`src/rtl/river_carry_engine_pkg.sv`:
```
// -----------------------------------------------------------------------------
// river_pkg
// Shared types and defaults for the river carry resolver.
//   state_t      : resolver FSM states (IDLE, SCAN, APPLY)
//   *_DEF        : default playfield geometry
//   row_y()      : top-edge y coordinate of river row r
// -----------------------------------------------------------------------------
package river_pkg;

    typedef enum logic [1:0] {
        IDLE  = 2'd0,
        SCAN  = 2'd1,
        APPLY = 2'd2
    } state_t;

    localparam int TILE_DEF     = 32;
    localparam int ROW_Y0_DEF   = 64;
    localparam int SCREEN_W_DEF = 320;
    localparam int FROG_W_DEF   = 32;

    // y of river row r; rows are stacked downward from row 0 at one tile pitch
    function automatic int row_y(input int r, input int y0, input int tile);
        return y0 + r * tile;
    endfunction

endpackage

```
`src/rtl/river_carry_engine_log_hit_test.sv`:
```
// -----------------------------------------------------------------------------
// log_hit_test
// Combinational test of the frog centre against one log, including logs that
// run off the right edge and reappear at x = 0.
//   i_cx      : frog centre x (one bit wider than a coordinate)
//   i_log_x   : log left edge
//   i_log_len : log length, 0 = empty slot (never hits)
//   o_hit     : centre lies on the log
// -----------------------------------------------------------------------------
module log_hit_test #(
    parameter int COORD_W  = 10,
    parameter int SCREEN_W = 320
) (
    input  logic [COORD_W:0]   i_cx,
    input  logic [COORD_W-1:0] i_log_x,
    input  logic [COORD_W-1:0] i_log_len,
    output logic               o_hit
);

    localparam logic [COORD_W:0] SCREEN_W_C = (COORD_W+1)'(SCREEN_W);

    logic [COORD_W:0] w_end;
    logic [COORD_W:0] w_wrap_end;
    logic             w_main;
    logic             w_tail;

    assign w_end      = {1'b0, i_log_x} + {1'b0, i_log_len};
    assign w_wrap_end = w_end - SCREEN_W_C;

    // Main span is half-open [x, x+len)
    assign w_main = (i_cx >= {1'b0, i_log_x}) && (i_cx < w_end);
    // Portion past the screen edge reappears as [0, x+len-SCREEN_W)
    assign w_tail = (w_end > SCREEN_W_C) && (i_cx < w_wrap_end);

    assign o_hit = (i_log_len != '0) && (w_main || w_tail);

endmodule

```
`src/rtl/river_carry_engine.sv`:
```
// -----------------------------------------------------------------------------
// river_carry_engine
// Per-frame river resolver. A frame tick latches the frog position and the log
// table; if the frog sits on a river row, that row's logs are scanned one slot
// per cycle and the frog is carried, drowned, or swept off a screen edge.
//   clk, reset       : clock, synchronous active-high reset
//   frame_tick       : starts a resolve (ignored and flagged while busy)
//   frog_x, frog_y   : frog top-left position
//   log_x, log_len   : packed log table, slot (r,k) at (r*NUM_LOGS+k)*COORD_W
//   row_speed        : packed per-row speed magnitude
//   row_dir          : per-row direction, 1 = left
//   frog_x_new       : resolved frog x
//   frog_on_log      : carried this frame
//   frog_in_water    : on a river row with no log under the frog
//   frog_swept_off   : carry clamped at a screen edge
//   carry_log        : slot that carried the frog
//   result_valid     : one-cycle pulse, outputs just updated
//   busy             : resolve in progress
//   tick_overrun     : sticky, a tick arrived while busy
// -----------------------------------------------------------------------------
module river_carry_engine
    import river_pkg::*;
#(
    parameter int NUM_ROWS = 4,
    parameter int NUM_LOGS = 3,
    parameter int COORD_W  = 10,
    parameter int SPEED_W  = 4,
    parameter int TILE     = TILE_DEF,
    parameter int ROW_Y0   = ROW_Y0_DEF,
    parameter int SCREEN_W = SCREEN_W_DEF,
    parameter int FROG_W   = FROG_W_DEF
) (
    input  logic                                  clk,
    input  logic                                  reset,
    input  logic                                  frame_tick,
    input  logic [COORD_W-1:0]                    frog_x,
    input  logic [COORD_W-1:0]                    frog_y,
    input  logic [NUM_ROWS*NUM_LOGS*COORD_W-1:0]  log_x,
    input  logic [NUM_ROWS*NUM_LOGS*COORD_W-1:0]  log_len,
    input  logic [NUM_ROWS*SPEED_W-1:0]           row_speed,
    input  logic [NUM_ROWS-1:0]                   row_dir,
    output logic [COORD_W-1:0]                    frog_x_new,
    output logic                                  frog_on_log,
    output logic                                  frog_in_water,
    output logic                                  frog_swept_off,
    output logic [$clog2(NUM_LOGS)-1:0]           carry_log,
    output logic                                  result_valid,
    output logic                                  busy,
    output logic                                  tick_overrun
);

    localparam int ROW_W = (NUM_ROWS > 1) ? $clog2(NUM_ROWS) : 1;
    localparam int K_W   = $clog2(NUM_LOGS);

    localparam logic [K_W-1:0]            K_LAST  = K_W'(NUM_LOGS - 1);
    localparam logic signed [COORD_W+1:0] X_MAX_S = (COORD_W+2)'(SCREEN_W - FROG_W);
    localparam logic [COORD_W-1:0]        X_MAX   = COORD_W'(SCREEN_W - FROG_W);

    state_t r_state, w_next;

    // Snapshot of the frame's inputs
    logic [COORD_W-1:0]                   r_frog_x;
    logic [NUM_ROWS*NUM_LOGS*COORD_W-1:0] r_log_x;
    logic [NUM_ROWS*NUM_LOGS*COORD_W-1:0] r_log_len;
    logic [NUM_ROWS*SPEED_W-1:0]          r_row_speed;
    logic [NUM_ROWS-1:0]                  r_row_dir;

    // Resolve context
    logic [ROW_W-1:0] r_row;
    logic             r_row_valid;
    logic [K_W-1:0]   r_k;
    logic             r_hit;
    logic [K_W-1:0]   r_hit_k;

    logic                      w_row_found;
    logic [ROW_W-1:0]          w_row_idx;
    logic [COORD_W-1:0]        w_sel_x;
    logic [COORD_W-1:0]        w_sel_len;
    logic [COORD_W:0]          w_cx;
    logic                      w_hit;
    logic [SPEED_W-1:0]        w_speed;
    logic                      w_dir;
    logic signed [COORD_W+1:0] w_fx_s;
    logic signed [COORD_W+1:0] w_sp_s;
    logic signed [COORD_W+1:0] w_nx;
    logic [COORD_W-1:0]        w_x_new;
    logic                      w_on_log;
    logic                      w_in_water;
    logic                      w_swept;
    logic [K_W-1:0]            w_carry;

    // ---------------- FSM ----------------
    // NOTE: state is clocked with non-blocking assignments so every register
    // in the design samples the same pre-edge values.
    always_ff @(posedge clk) begin
        if (reset) r_state <= IDLE;
        else       r_state <= w_next;
    end

    // NOTE: every output of a combinational block gets a default first; any
    // path that left one unassigned would infer a latch.
    always_comb begin
        w_next = r_state;
        case (r_state)
            IDLE:    if (frame_tick) w_next = w_row_found ? SCAN : APPLY;
            SCAN:    if (w_hit || (r_k == K_LAST)) w_next = APPLY;
            APPLY:   w_next = IDLE;
            default: w_next = IDLE;
        endcase
    end

    // Which river row (if any) the frog's top edge sits on
    always_comb begin
        w_row_found = 1'b0;
        w_row_idx   = '0;
        for (int r = 0; r < NUM_ROWS; r++) begin
            if (!w_row_found && (int'(frog_y) == row_y(r, ROW_Y0, TILE))) begin
                w_row_found = 1'b1;
                w_row_idx   = ROW_W'(r);
            end
        end
    end

    // ---------------- Shared slot test ----------------
    assign w_sel_x   = r_log_x  [(int'(r_row) * NUM_LOGS + int'(r_k)) * COORD_W +: COORD_W];
    assign w_sel_len = r_log_len[(int'(r_row) * NUM_LOGS + int'(r_k)) * COORD_W +: COORD_W];
    assign w_cx      = {1'b0, r_frog_x} + (COORD_W+1)'(FROG_W / 2);

    log_hit_test #(
        .COORD_W  (COORD_W),
        .SCREEN_W (SCREEN_W)
    ) u_hit (
        .i_cx      (w_cx),
        .i_log_x   (w_sel_x),
        .i_log_len (w_sel_len),
        .o_hit     (w_hit)
    );

    // ---------------- Carry arithmetic ----------------
    assign w_speed = r_row_speed[int'(r_row) * SPEED_W +: SPEED_W];
    assign w_dir   = r_row_dir[r_row];
    assign w_fx_s  = $signed({2'b00, r_frog_x});
    assign w_sp_s  = $signed({{(COORD_W+2-SPEED_W){1'b0}}, w_speed});
    assign w_nx    = w_dir ? (w_fx_s - w_sp_s) : (w_fx_s + w_sp_s);

    always_comb begin
        w_x_new    = r_frog_x;
        w_on_log   = 1'b0;
        w_in_water = 1'b0;
        w_swept    = 1'b0;
        w_carry    = '0;
        if (r_row_valid) begin
            if (!r_hit) begin
                w_in_water = 1'b1;
            end else begin
                w_on_log = 1'b1;
                w_carry  = r_hit_k;
                if (w_nx < 0) begin
                    w_x_new = '0;
                    w_swept = 1'b1;
                end else if (w_nx > X_MAX_S) begin
                    w_x_new = X_MAX;
                    w_swept = 1'b1;
                end else begin
                    w_x_new = w_nx[COORD_W-1:0];
                end
            end
        end
    end

    // ---------------- Input snapshot ----------------
    // NOTE: the snapshot is deliberately left out of reset; it is always
    // rewritten on the tick that starts a resolve before anything reads it.
    always_ff @(posedge clk) begin
        if (r_state == IDLE && frame_tick) begin
            r_frog_x    <= frog_x;
            r_log_x     <= log_x;
            r_log_len   <= log_len;
            r_row_speed <= row_speed;
            r_row_dir   <= row_dir;
        end
    end

    // ---------------- Control and outputs ----------------
    always_ff @(posedge clk) begin
        if (reset) begin
            r_row          <= '0;
            r_row_valid    <= 1'b0;
            r_k            <= '0;
            r_hit          <= 1'b0;
            r_hit_k        <= '0;
            frog_x_new     <= '0;
            frog_on_log    <= 1'b0;
            frog_in_water  <= 1'b0;
            frog_swept_off <= 1'b0;
            carry_log      <= '0;
            result_valid   <= 1'b0;
            tick_overrun   <= 1'b0;
        end else begin
            result_valid <= 1'b0;
            if (frame_tick && r_state != IDLE) tick_overrun <= 1'b1;
            case (r_state)
                IDLE: begin
                    if (frame_tick) begin
                        r_row       <= w_row_idx;
                        r_row_valid <= w_row_found;
                        r_k         <= '0;
                        r_hit       <= 1'b0;
                    end
                end
                SCAN: begin
                    if (w_hit) begin
                        r_hit   <= 1'b1;
                        r_hit_k <= r_k;
                    end else if (r_k != K_LAST) begin
                        r_k <= r_k + 1'b1;
                    end
                end
                APPLY: begin
                    frog_x_new     <= w_x_new;
                    frog_on_log    <= w_on_log;
                    frog_in_water  <= w_in_water;
                    frog_swept_off <= w_swept;
                    carry_log      <= w_carry;
                    result_valid   <= 1'b1;
                end
                default: ;
            endcase
        end
    end

    assign busy = (r_state != IDLE);

endmodule

```
`config.mk`:
```
export PLATFORM = sky130hd
export DESIGN_NAME = river_carry_engine
export DESIGN_NICKNAME = d
export VERILOG_FILES = /design/src/rtl/river_carry_engine_pkg.sv /design/src/rtl/river_carry_engine_log_hit_test.sv /design/src/rtl/river_carry_engine.sv
export SDC_FILE = /design/constraint.sdc
export NUM_CORES = 1
export LEC_CHECK = 0
export ABC_CLOCK_PERIOD_IN_PS = 8300
export BUFFER_PORTS_ARGS = -buffer_cell sky130_fd_sc_hd__buf_4
export CAP_MARGIN = 15
export CORE_MARGIN = 5
export CORE_UTILIZATION = 35
export CTS_BUF_LIST = sky130_fd_sc_hd__clkbuf_4 sky130_fd_sc_hd__clkbuf_8
export CTS_CLUSTER_DIAMETER = 150
export CTS_CLUSTER_SIZE = 40
export DETAILED_ROUTE_END_ITERATION = 12
export PLACE_DENSITY = 0.55
export SYNTH_ARGS = -nofsm -noshare
export SYNTH_HDL_FRONTEND = slang
export SYNTH_SLANG_ARGS = --single-unit
```
`constraint.sdc`:
```
create_clock -name clk -period 8.3 [get_ports clk]
set_clock_uncertainty 0.05 [all_clocks]
set_input_delay 1.66 -clock clk [delete_from_list [all_inputs] [get_ports clk]]
set_output_delay 1.66 -clock clk [all_outputs]
set_load 0.01 [all_outputs]
```
[Word level (Yosys, flattened, before mapping)]
Cells that the tools add are included.
Storage, ports and cells
  register bits after elaboration: 297
  input bits: 283
  output and inout port bits: 18
  word-level logic and storage cells: 108
Operators by class
  $add $sub $neg: 7
  multipliers: 2
  order comparisons: 7
  equal/unequal tests: 13
  shifts and indexed selects: 3
  mux-type cells: 36
  reduce and logical (&&, ||, !) cells: 22
Operators with widths (number)
  $shiftx 120x10->10: 1
  $shiftx 120x32->10: 1
  $mux 10: 4
  $lt 11x11->1: 2
  $eq 10x8->1 const B: 2
  $eq 10x9->1 const B: 2
  $mux 2: 10
  $mux 1: 17
  $shiftx 16x5->4: 1
  $gt 12x10->1 const B: 1
  $lt 12x1->1 const B: 1
  $mux 12: 1
  $ne 2x2->1 const B: 6
  $add 10x10->11: 1
  $add 10x4->11: 1
  $add 10x5->11 const B: 1
  $ge 11x10->1: 1
  $gt 11x9->1 const B: 1
  $sub 10x4->11: 1
  $sub 11x9->11 const B: 1
  $reduce_bool 10->1: 1
  $logic_and 1x1->1: 8
  $mul 5x3->8 const B: 1
  $pmux 2 s2: 2
  other kinds (15): 22

[Depth between registers and ports, before layout]
  depth after elaboration: 14
  mapped depth: 28
  mapped depth without buffers: 25

[Cells and area by module]
From an unflattened synthesis, not the netlist that was laid out.
Second synthesis, totals
  cells, all modules: 802
  area, all modules: 13279.0 sq um
Modules (own cells, without submodules)
  river_carry_engine: instances 1, cells an instance 644, area an instance 12036.5 sq um, seq. area each 8648.3 sq um
  log_hit_test: instances 1, cells an instance 158, area an instance 1242.4 sq um, seq. area each 0.0 sq um

[Worst setup path before layout]
Ideal clock, no wire load.
  path type: in2reg
  from: input port frame_tick
  to: register r_state[0]
  setup time: 0.088 ns
  arrival time: 7.638 ns
  required time: 8.162 ns
  slack: 0.523 ns
  cell stages on the path: 4
  buffers on the path: 0
  cell sequence: nand2_1 > inv_1 > nand2_1 > a21oi_1
Between the ends
  longest elaborated chain between the ends: 2
RTL lines
  from (decl): RTL line river_carry_engine.sv:35  | input logic frame_tick,
  $ne 2x2->1 (no source line)
  $reduce_and 2->1 (no source line)
  to (signal assigned): RTL line river_carry_engine.sv:97  | else r_state <= w_next;
  to (decl): RTL line river_carry_engine.sv:59  | state_t r_state, w_next;
Every way passes these cells.
A chain may end at the register's enable or synchronous reset.

[Worst setup path after layout]
  from: register r_row[0]
  to: register r_hit_k[1]
Between the ends
  longest elaborated chain between the ends: 11
  elaborated cells between the ends (all ways): 17
  classes of those cells: 3 x add/sub; 2 x mul; 4 x order compare; 2 x shift; 6 x reduce/logical
RTL lines
  from (decl): RTL line river_carry_engine.sv:69  | logic [ROW_W-1:0] r_row;
  from (signal assigned): RTL line river_carry_engine.sv:205  | r_row <= w_row_idx;
  $mul 2x2->4 *: RTL line river_carry_engine.sv:125, river_carry_engine.sv:126
  $add 4x2->5 *: RTL line river_carry_engine.sv:125, river_carry_engine.sv:126
  $mul 5x3->8 *: RTL line river_carry_engine.sv:125, river_carry_engine.sv:126
  $shiftx 120x32->10 or $shiftx 120x10->10 (tied branches): RTL line river_carry_engine.sv:125, river_carry_engine.sv:126
  $add 10x10->11: RTL line river_carry_engine_log_hit_test.sv:27  | assign w_end = {1'b0, i_log_x} + {1'b0, i_log_len};
  $sub 11x9->11: RTL line river_carry_engine_log_hit_test.sv:28  | assign w_wrap_end = w_end - SCREEN_W_C;
  $lt 11x11->1: RTL line river_carry_engine_log_hit_test.sv:33  | assign w_tail = (w_end > SCREEN_W_C) && (i_cx < w_wrap_end);
  $logic_and 1x1->1: RTL line river_carry_engine_log_hit_test.sv:33
  $logic_or 1x1->1: RTL line river_carry_engine_log_hit_test.sv:35  | assign o_hit = (i_log_len != '0) && (w_main || w_tail);
  $logic_and 1x1->1 *: RTL line river_carry_engine_log_hit_test.sv:35
  $reduce_and 2->1 (no source line) *
  to (signal assigned): RTL line river_carry_engine.sv:214  | r_hit_k <= r_k;
  to (decl): RTL line river_carry_engine.sv:73  | logic [K_W-1:0] r_hit_k;
Every way passes the cells marked *; elsewhere a longest branch is shown, timed or not.

==> metrics.md <==
| Metric | Value |
|---|---|
| Outcome | finished clean |
| Total die area | between 40,000 and 50,000 sq um |
| Final non-filler cell total | 1,635 |
| Dpl cell area | 16,100 sq um |
| Syn. warnings | 0 |
| Commonest cells in the netlist | 270 x edfxtp_1, 50 x ha_1, 47 x mux4_2, 46 x nor2_1, 45 x a21oi_1 |
| Setup bufs post-CTS | 0 |
| CP Max Fanout | 22 |
| Final ANT Viol Nets | 0 |
| DR vias | 7,887 |
| Total GRT Usage | 15.5% |
| Cell accounting for the most synthesized area | edfxtp_1 |
| Tightest Hold Check Type | flop to flop |
| Fmax | approximately 140 MHz |
| Drt wl/cell | 20.4 microns |
| Layout cells sized above 1 | 34.8% |
| Register area share after synthesis | 65.5% |
| Setup TNS | 0 ns |
| Period utilization | 87.6% |
| Pre-CTS WS | 1.00 ns |
| Iter 0 DRT Violations | 559 |
| Seq cells post-synth | around 300 |
| Drt first pass iters | 5 |
| Die height | 204 microns |
| Top cells by area, synth | edfxtp_1 61%, mux4_2 8.0%, ha_1 4.7%, dfxtp_1 4.1%, mux2i_1 2.6% |
| Final worst slack | roughly 1.0 ns |
| GRT overflow | 0 |
| Hold_ws | 0.421 ns |
| Cell row count | 71 |
| Clk sinks | 297 |
| Syn Std Cell Area | 13,200 sq um |
| Resized cells post-CTS | 0 |
| Critical path class | flop to flop |
| Nets | 1,459 |
| Initial antenna violation count | 1 |
| Core ar. | 37,500 sq um |
| Cts hold-fix bufs | 0 |
| Cts bufs inserted | 11 |
| Number of I/O pins | 301 |
| DRC Markers | 0 |
| Synth Flop Type | edfxtp_1 |
| Pwr Density | 169 nW/um^2 |
| Setup violators final | 0 |
| Slew @ Worst Pin | 0.911 ns |
| Root buf cell | clkbuf_8 |
| Leakage | a little over 6 nW |
| Routed wire length | 33.4 mm |
| First-pass GRT wire length | approximately 50 mm |
| Post-layout min period | ~7.3 ns |
| CTS max path bufs | 3 |
| Vias in the first global route | approximately 8.3k |
| Synth Area per Inst | ~16 sq um |
| Clock Latency Late Sink | 0.58 ns |
| Asr flop ratio synth | 0% |
| Fill cell count | 3,435 |
| Power consumption | 2.75 mW |
| Max-slew violations | 0 |
| Number of port buffers | 300 |
| Maximum VDD drop | 172 uV |
| Final core occ | between 40% and 50% |
| Post-synth EDFFs | 270 |
| Dpl cells | 1,619 |
| Max Cap Viol | 0 |
| Crit end category | flop |
| Unique masters post-synth | 66 |
| H-Tree Depth | 1 |
| Number of hold violations in the final report | 0 |
| RSZ-0062 raised after global routing | false |
| DP Wirelength | 25.4 mm |
| Most common cell in the netlist | edfxtp_1 |
| Crit path required time | roughly 8.7 ns |
| Starting Density | 35.2% |
| Layout area overhead | 23.1% |
| Fin area | 16,300 sq um |
| CP arrival | slightly below 8 ns |
| Slew headroom | 39.3% |
| Top cell type's share of synthesized area | 61.4% |
| CTS tree | built |
| Gpl congestion | roughly 0.8 |
| Pin count of the biggest net entering global routing | 172 |
| Syn Nets | 1,171 |
| Clk pin slew, worst setup/hold paths | 0.21 ns |
| Chip Width | between 200 and 250 microns |
| Mapped Cells | 833 |
| Startpoint types | flop |
| Detail-routed via count per cell | 4.82 |
registers in the layout, summed over array words and instances, names as in the netlist, 4 cells and up:
signal and count:
frog_x_new 10, r_frog_x 10, r_log_len 120, r_log_x 120, r_row_dir 4, r_row_speed 16
path summary, 6_finish.rpt:
path                                     from                          end  slack [ns]  depth (start not counted)
setup / recovery        r_row[0]$_SDFFE_PP0P_      r_hit_k[1]$_SDFFE_PP0P_        1.03                         25
hold / removal    frog_swept_off$_SDFFE_PP0P_  frog_swept_off$_SDFFE_PP0P_        0.42                          2
setup reg to reg        r_row[0]$_SDFFE_PP0P_      r_hit_k[1]$_SDFFE_PP0P_        1.03                         25
hold reg to reg   frog_swept_off$_SDFFE_PP0P_  frog_swept_off$_SDFFE_PP0P_        0.42                          2
cells by family (layout without fill, tap and decap cells):
family,Yosys count,after routing,synth area share (%)
DFF,297,297,65.5
buffers and inverters,77,367,2.44
and+or+nand+nor,148,148,5.65
AOI/OAI and AO/OA,141,141,7.14
adders and majority gates,55,55,5.49
other,0,1,0
muxes,96,96,12.5
xor gates and xnor gates,19,19,1.26
placed cells by master (no fill, tap or decap), types with 8 or more instances in the layout:
cell type and n:
clkbuf_8 11, buf_4 307, xnor2_1 15, edfxtp_1 270, mux2i_1 34, nand3_1 13
nand2_1 38, a32oi_1 8, nor2_1 46, mux4_2 47, inv_1 42, a21o_1 8
o22ai_1 8, o21ai_0 14, dfxtp_1 27, ha_1 48, mux2_2 9, a21oi_1 45
a211oi_1 15
report_power, final:
group | switching, mW | internal [mW]
combinational | 0.199 | 0.196
sequential | 0.0284 | 1.73
clock | 0.426 | 0.167
critical path: stages, from the launching register on:
cell and delay (ns):
dfxtp_1 0.68, inv_1 0.13, fa_1 0.55, inv_1 0.06, ha_4 0.16, fa_2 0.86, nor2_1 0.18, a221oi_1 0.40
a21boi_0 0.19, nor2_1 0.14, ha_1 0.26, o211ai_1 0.16, o211a_1 0.26, or4b_2 0.64, o2111ai_1 0.20, inv_1 0.11
o21ai_0 0.11, xnor2_1 0.15, ha_1 0.26, a211oi_1 0.25, a32oi_1 0.13, a21oi_1 0.25, o2111ai_1 0.22, a311oi_1 0.47
mux2i_1 0.24, nor2_1 0.05
final cells by class:
type | instances | area [sq um] | share of cell area (%)
clock buffer | 12 | 159 | 0.977
antenna | 1 | 2.50 | 0.0154
inverter | 44 | 173 | 1.06
sequential | 297 | 8650 | 53.2
multi-input combinational | 459 | 4270 | 26.2
clock inverter | 3 | 52.6 | 0.323
tap | 511 | 639 | 3.93
timing repair buffer | 308 | 2320 | 14.3
routing by layer:
| metal | part of all wire (%) | up-vias | global-route usage (%) |
|---|---|---|---|
| met3 | 5.6 | 18 | 3.48 |
| met4 | 1.4 | 0 | 2.42 |
| li1 | - | 3835 | - |
| met1 | 42 | 3855 | 20.0 |
| met2 | 51 | 179 | 27.3 |
| met5 | 0 | - | 0 |
Note: power is estimated with default switching activity, not from simulation.
